## src/rtl/issue_sched.sv

```systemverilog
// Dependency-matrix issue scheduler: each buffer slot owns a row of producer bits and is
// offered for issue round-robin from rr_ptr once valid, unissued and dependency-free.
module issue_sched #(
    parameter int bs = 16
) (
    input  logic                  clk,
    input  logic                  rst,
    input  logic                  alloc_valid,
    input  logic [$clog2(bs)-1:0] alloc_index,
    input  logic [bs-1:0]         alloc_dep,
    input  logic                  cmpl_valid,
    input  logic [$clog2(bs)-1:0] cmpl_index,
    input  logic                  issue_ready,
    output logic                  issue_valid,
    output logic [$clog2(bs)-1:0] issue_index,
    output logic [$clog2(bs):0]   occupancy,
    output logic                  full,
    output logic                  empty,
    output logic                  err
);
    localparam int IW = $clog2(bs);
    localparam int OW = IW + 1;
    localparam logic [bs-1:0] ONE_HOT0 = {{(bs-1){1'b0}}, 1'b1};
    localparam logic [IW-1:0] IDX_ONE  = {{(IW-1){1'b0}}, 1'b1};
    localparam logic [OW-1:0] BS_COUNT = OW'(bs);

    logic [bs-1:0]         valid_r;
    logic [bs-1:0]         issued_r;
    logic [bs-1:0][bs-1:0] row_r;
    logic [IW-1:0]         rr_ptr_r;
    logic [OW-1:0]         occ_r;
    logic                  full_r;
    logic                  empty_r;
    logic                  err_r;

    logic [bs-1:0]         ready_s;
    logic                  sel_found_s;
    logic [IW-1:0]         sel_idx_s;

    logic                  cmpl_ok_s;
    logic [bs-1:0]         cmpl_mask_s;
    logic [bs-1:0]         valid_eff_s;
    logic [bs-1:0]         alloc_mask_s;
    logic                  alloc_ok_s;
    logic                  fire_s;
    logic [bs-1:0]         fire_mask_s;
    logic [bs-1:0]         valid_nx_s;
    logic [bs-1:0]         issued_nx_s;
    logic [bs-1:0][bs-1:0] row_nx_s;
    logic [IW-1:0]         rr_ptr_nx_s;
    logic [OW-1:0]         occ_nx_s;
    logic                  err_nx_s;

    // Per-slot readiness from registered state only.
    always_comb begin
        ready_s = {bs{1'b0}};
        for (int k = 0; k < bs; k++) begin
            ready_s[k] = valid_r[k] & ~issued_r[k] & (row_r[k] == {bs{1'b0}});
        end
    end

    // Round-robin pick: first ready slot at or above rr_ptr, wrapping modulo bs.
    always_comb begin
        logic [IW-1:0] cand_v;
        logic          hit_v;
        sel_found_s = 1'b0;
        sel_idx_s   = {IW{1'b0}};
        cand_v      = {IW{1'b0}};
        hit_v       = 1'b0;
        for (int i = 0; i < bs; i++) begin
            cand_v      = rr_ptr_r + IW'(i);
            hit_v       = ~sel_found_s & ready_s[cand_v];
            sel_idx_s   = hit_v ? cand_v : sel_idx_s;
            sel_found_s = sel_found_s | hit_v;
        end
    end

    // Next-state: completion retires first, so a same-index alloc sees the slot as free.
    always_comb begin
        cmpl_ok_s    = cmpl_valid & valid_r[cmpl_index] & issued_r[cmpl_index];
        cmpl_mask_s  = cmpl_ok_s ? (ONE_HOT0 << cmpl_index) : {bs{1'b0}};
        valid_eff_s  = valid_r & ~cmpl_mask_s;
        alloc_mask_s = ONE_HOT0 << alloc_index;
        alloc_ok_s   = alloc_valid & ~valid_eff_s[alloc_index];
        fire_s       = sel_found_s & issue_ready;
        fire_mask_s  = fire_s ? (ONE_HOT0 << sel_idx_s) : {bs{1'b0}};

        valid_nx_s   = alloc_ok_s ? (valid_eff_s | alloc_mask_s) : valid_eff_s;
        issued_nx_s  = (issued_r & ~cmpl_mask_s) | fire_mask_s;
        issued_nx_s  = alloc_ok_s ? (issued_nx_s & ~alloc_mask_s) : issued_nx_s;

        row_nx_s = row_r;
        for (int k = 0; k < bs; k++) begin
            row_nx_s[k] = (alloc_ok_s && (alloc_index == IW'(k)))
                        ? (alloc_dep & valid_eff_s & ~alloc_mask_s)
                        : (row_r[k] & ~cmpl_mask_s);
        end

        rr_ptr_nx_s = fire_s ? (sel_idx_s + IDX_ONE) : rr_ptr_r;
        occ_nx_s    = occ_r + {{IW{1'b0}}, alloc_ok_s} - {{IW{1'b0}}, cmpl_ok_s};
        err_nx_s    = err_r | (alloc_valid & ~alloc_ok_s) | (cmpl_valid & ~cmpl_ok_s);
    end

    // State and registered status flags.
    always_ff @(posedge clk or posedge rst) begin
        if (rst) begin
            valid_r  <= {bs{1'b0}};
            issued_r <= {bs{1'b0}};
            row_r    <= {(bs*bs){1'b0}};
            rr_ptr_r <= {IW{1'b0}};
            occ_r    <= {OW{1'b0}};
            full_r   <= 1'b0;
            empty_r  <= 1'b1;
            err_r    <= 1'b0;
        end else begin
            valid_r  <= valid_nx_s;
            issued_r <= issued_nx_s;
            row_r    <= row_nx_s;
            rr_ptr_r <= rr_ptr_nx_s;
            occ_r    <= occ_nx_s;
            full_r   <= (occ_nx_s == BS_COUNT);
            empty_r  <= (occ_nx_s == {OW{1'b0}});
            err_r    <= err_nx_s;
        end
    end

    assign issue_valid = sel_found_s;
    assign issue_index = sel_idx_s;
    assign occupancy   = occ_r;
    assign full        = full_r;
    assign empty       = empty_r;
    assign err         = err_r;

endmodule

```

## config.mk

```make
export PLATFORM = sky130hd
export DESIGN_NAME = issue_sched
export DESIGN_NICKNAME = d
export VERILOG_FILES = /design/src/rtl/issue_sched.sv
export SDC_FILE = /design/constraint.sdc
export NUM_CORES = 1
export LEC_CHECK = 0
export ABC_AREA = 1
export CAP_MARGIN = 20
export CORE_MARGIN = 2
export CORE_UTILIZATION = 45
export DETAILED_ROUTE_END_ITERATION = 8
export GPL_ROUTABILITY_DRIVEN = 0
export PLACE_DENSITY_LB_ADDON = 0.1
export SLEW_MARGIN = 10
export SYNTH_ARGS = -nofsm -noshare
export SYNTH_HDL_FRONTEND = slang
export SYNTH_SLANG_ARGS = --single-unit
```

## constraint.sdc

```tcl
create_clock -name clk -period 11.4 [get_ports clk]
set_input_delay 2.28 -clock clk [delete_from_list [all_inputs] [get_ports clk]]
set_output_delay 2.28 -clock clk [all_outputs]
set_load 0.02 [all_outputs]
```

==> results.md <==
- Via density: 5.80
- Later-pin clock latency in the skew report: 560 ps
- Vias in the first global route: 16,300
- Number of distinct library cells after synthesis: around 60
- Post-CTS Hold Fix Bufs: 0
- Core Area: 0.0388 mm²
- Clock skew: 23.1 ps
- Commonest cells after routing, fill and taps aside: nand2_1 (562), nand3_1 (409), nor2_1 (369), dfrtp_1 (298), inv_1 (168)
- Worst Hold Class: flop to flop
- Cells after DPL: 2,958
- Vert. Die Dim: 203 µm
- Syn_nets: 2,526
- Largest net degree at the start of global routing: 174
- Pwr per Cell Area: 303 mW/mm²
- Setup bufs post-CTS: 0
- Sequential cell area fraction in the yosys report: 0.422
- Synthesized area per cell: 7.17 µm²
- Leakage power: 9.80 nW
- TritonCTS clock tree: done
- CTS H-Tree Depth: 2
- Final cell count without fillers: approximately 3,000
- Total Power: approximately 6 mW
- Initial antenna violation count: 0
- First-pass iteration count of the detailed router: 8
- Crit path max fanout: 30
- Post-synth EDFFs: 0
- Max-slew headroom: 0.288
- Yosys warning total: 0
- CP Capture Type: output port
- RSZ-0062 raised after global routing: no
- Post-Syn Area: 0.0178 mm²
- I/O Pins: 42
- Synth Instances: about 2,500
- # port buffers: 41
- Clock transition at path regs: about 50 ps
- # diodes: 0
- Num rows: 72
- Grt total ovfl: 0
- Total CTS buffers: 35
- Top FF cell, synth: dfrtp_1
- Nets: 2,526
- Async SR Flop Fraction: 1.00
- Remaining antenna violation count: 0
- Longest Clk Path Bufs: 3
- Required time of the critical path: 9120 ps
- Max Cap Viol: 0
- Hold Fails Final Rpt: 0
- Maximum VDD drop: ~130 µV
- Max Slew Vio Count: 0
- Final setup TNS: 0 ps
- Post-cts sizing count: 0
- Fmax: 120 MHz
- Worst stage delay on the critical path: approximately 680 ps
- Fin crit period: 8360 ps
- Startpoint types: flop
- DR iter-0 viols: about 1,800
- Hold_ws: 494 ps
- Fraction of layout instances using a drive strength above 1: 0.0839
- CP dominant cell by count: nand2_1
- Worst Path Class, Setup: flop to output port
- Post-route core utilization: 0.509
- WL/cell: 21.7 µm
- Slowest CP cell: clkdlybuf4s50_1
- CP arrival: ~6100 ps
- Die Wd: 203 µm
- Synthesis-to-finish area growth: 11.2%
- Status: finished, final reports clean
- GRT Overall Usage: 0.320
- Routed wire length: ~66,000 µm
- Drt drc: 0
- DIE AREA: 0.0411 mm²
- Initial Utilization: 0.458
- Setup violations, final: 0
- Sink Count: 300
- DR vias: ~18,000
- Slew @ Worst Pin: 1070 ps
- Commonest non-fill, non-tap cell in the layout: nand2_1
- Root Driver: clkbuf_16
- Count of state elements after synthesis: 300
- Period utilisation layout: 0.733
- First-pass GRT wire length: between 90,000 and 100,000 µm
- DP Wirelength: 44,900 µm
-- per-layer routing --
layer	global-route usage	routed length [µm]	part of all wire
met1	0.436	27800	0.42
met5	0	0	0
met4	0.142	2970	0.045
met3	0.0549	5620	0.086
met2	0.501	29200	0.45
-- synth_stat cells (2+ instances only) --
cell	count	area [µm²]
nand3_2	7	70.1
buf_2	37	185
a21oi_2	3	26.3
nand2_1	563	2110
buf_6	9	101
o21ai_2	2	17.5
nand3b_1	9	67.6
a21boi_0	4	30.0
o21ai_0	138	691
o2111ai_1	13	114
buf_4	3	22.5
o22ai_1	16	100
o21ai_1	150	751
o21a_1	3	22.5
nand3_1	409	2050
o21bai_1	4	30.0
a21boi_1	7	52.6
nor3_1	13	65.1
xor2_2	3	48.8
nand4_2	7	87.6
nand2_4	5	56.3
ha_1	16	200
inv_4	3	18.8
xor2_1	2	17.5
a21oi_1	16	80.1
nor2_1	369	1390
inv_1	169	634
xnor2_1	3	26.3
clkbuf_1	48	180
a22oi_1	2	15.0
buf_1	12	45.0
inv_2	27	101
nor2_2	10	62.6
dfrtp_1	299	7480
nand4_1	47	294
nor2_4	8	90.1
nand2_2	21	131
o21bai_2	2	22.5
-- area by class of cell --
class,instances,area [µm²]
clock inverters,15,119
inverters,201,776
clock buffers,46,998
well taps,518,648
fillers,3852,19100
multi-input cells,1869,9020
flip-flops and latches,300,7510
repair buffers,73,698
-- flip-flops by register name (all words and copies together), names as in the netlist --
| name | count |
|---|---|
| rr_ptr_r | 4 |
| err | 1 |
| full | 1 |
| occupancy | 5 |
| issued_r | 16 |
| row_r | 256 |
| valid_r | 16 |
| empty | 1 |
-- per-stage QoR --
stage / area (µm²) / setup slack [ps]
floorplan: 17800 / 832
global placement: 18600 / 3920
detailed placement: 18600 / 3700
CTS: 19700 / 3100
global route: 19800 / 2580
finish: 19800 / 3040
-- power breakdown --
part	switching, mW	leakage [nW]	internal (mW)
clock	0.464	0.565	0.641
combinational	2.43	5.25	0.994
sequential	0.180	3.98	1.29
-- worst max-delay path: cells and delay by family, from the launching register on --
kind	cells	cell delay [ps]
and+or+nand+nor	20	2060
adders and majority gates	1	370
buffers and inverters	5	2280
AOI/OAI and AO/OA	3	390
DFF	1	360
-- logic make-up after synthesis --
logic type      Yosys count  synth area share
compound gates          365             0.113
xor+xnor                 10           0.00767
fa+ha+maj                17            0.0124
buf+inv                 311            0.0741
flops                   300             0.422
simple gates           1477             0.371
-- path summary, 6_finish.rpt --
| check | cells past startpoint | from | end | slack, ps |
|---|---|---|---|---|
| max | 29 | rr_ptr_r[1] | issue_index[2] | 3040 |
| max in group asynchronous | 3 | rst | issued_r[14] | 7610 |
| min in group asynchronous | 2 | rst | row_r[135] | 2300 |
| min reg2reg | 2 | row_r[68] | row_r[68] | 490 |
| max reg2reg | 33 | rr_ptr_r[1] | issued_r[7] | 5560 |
| min | 2 | row_r[68] | row_r[68] | 490 |
No activity file was read; power rests on OpenSTA's default activity.
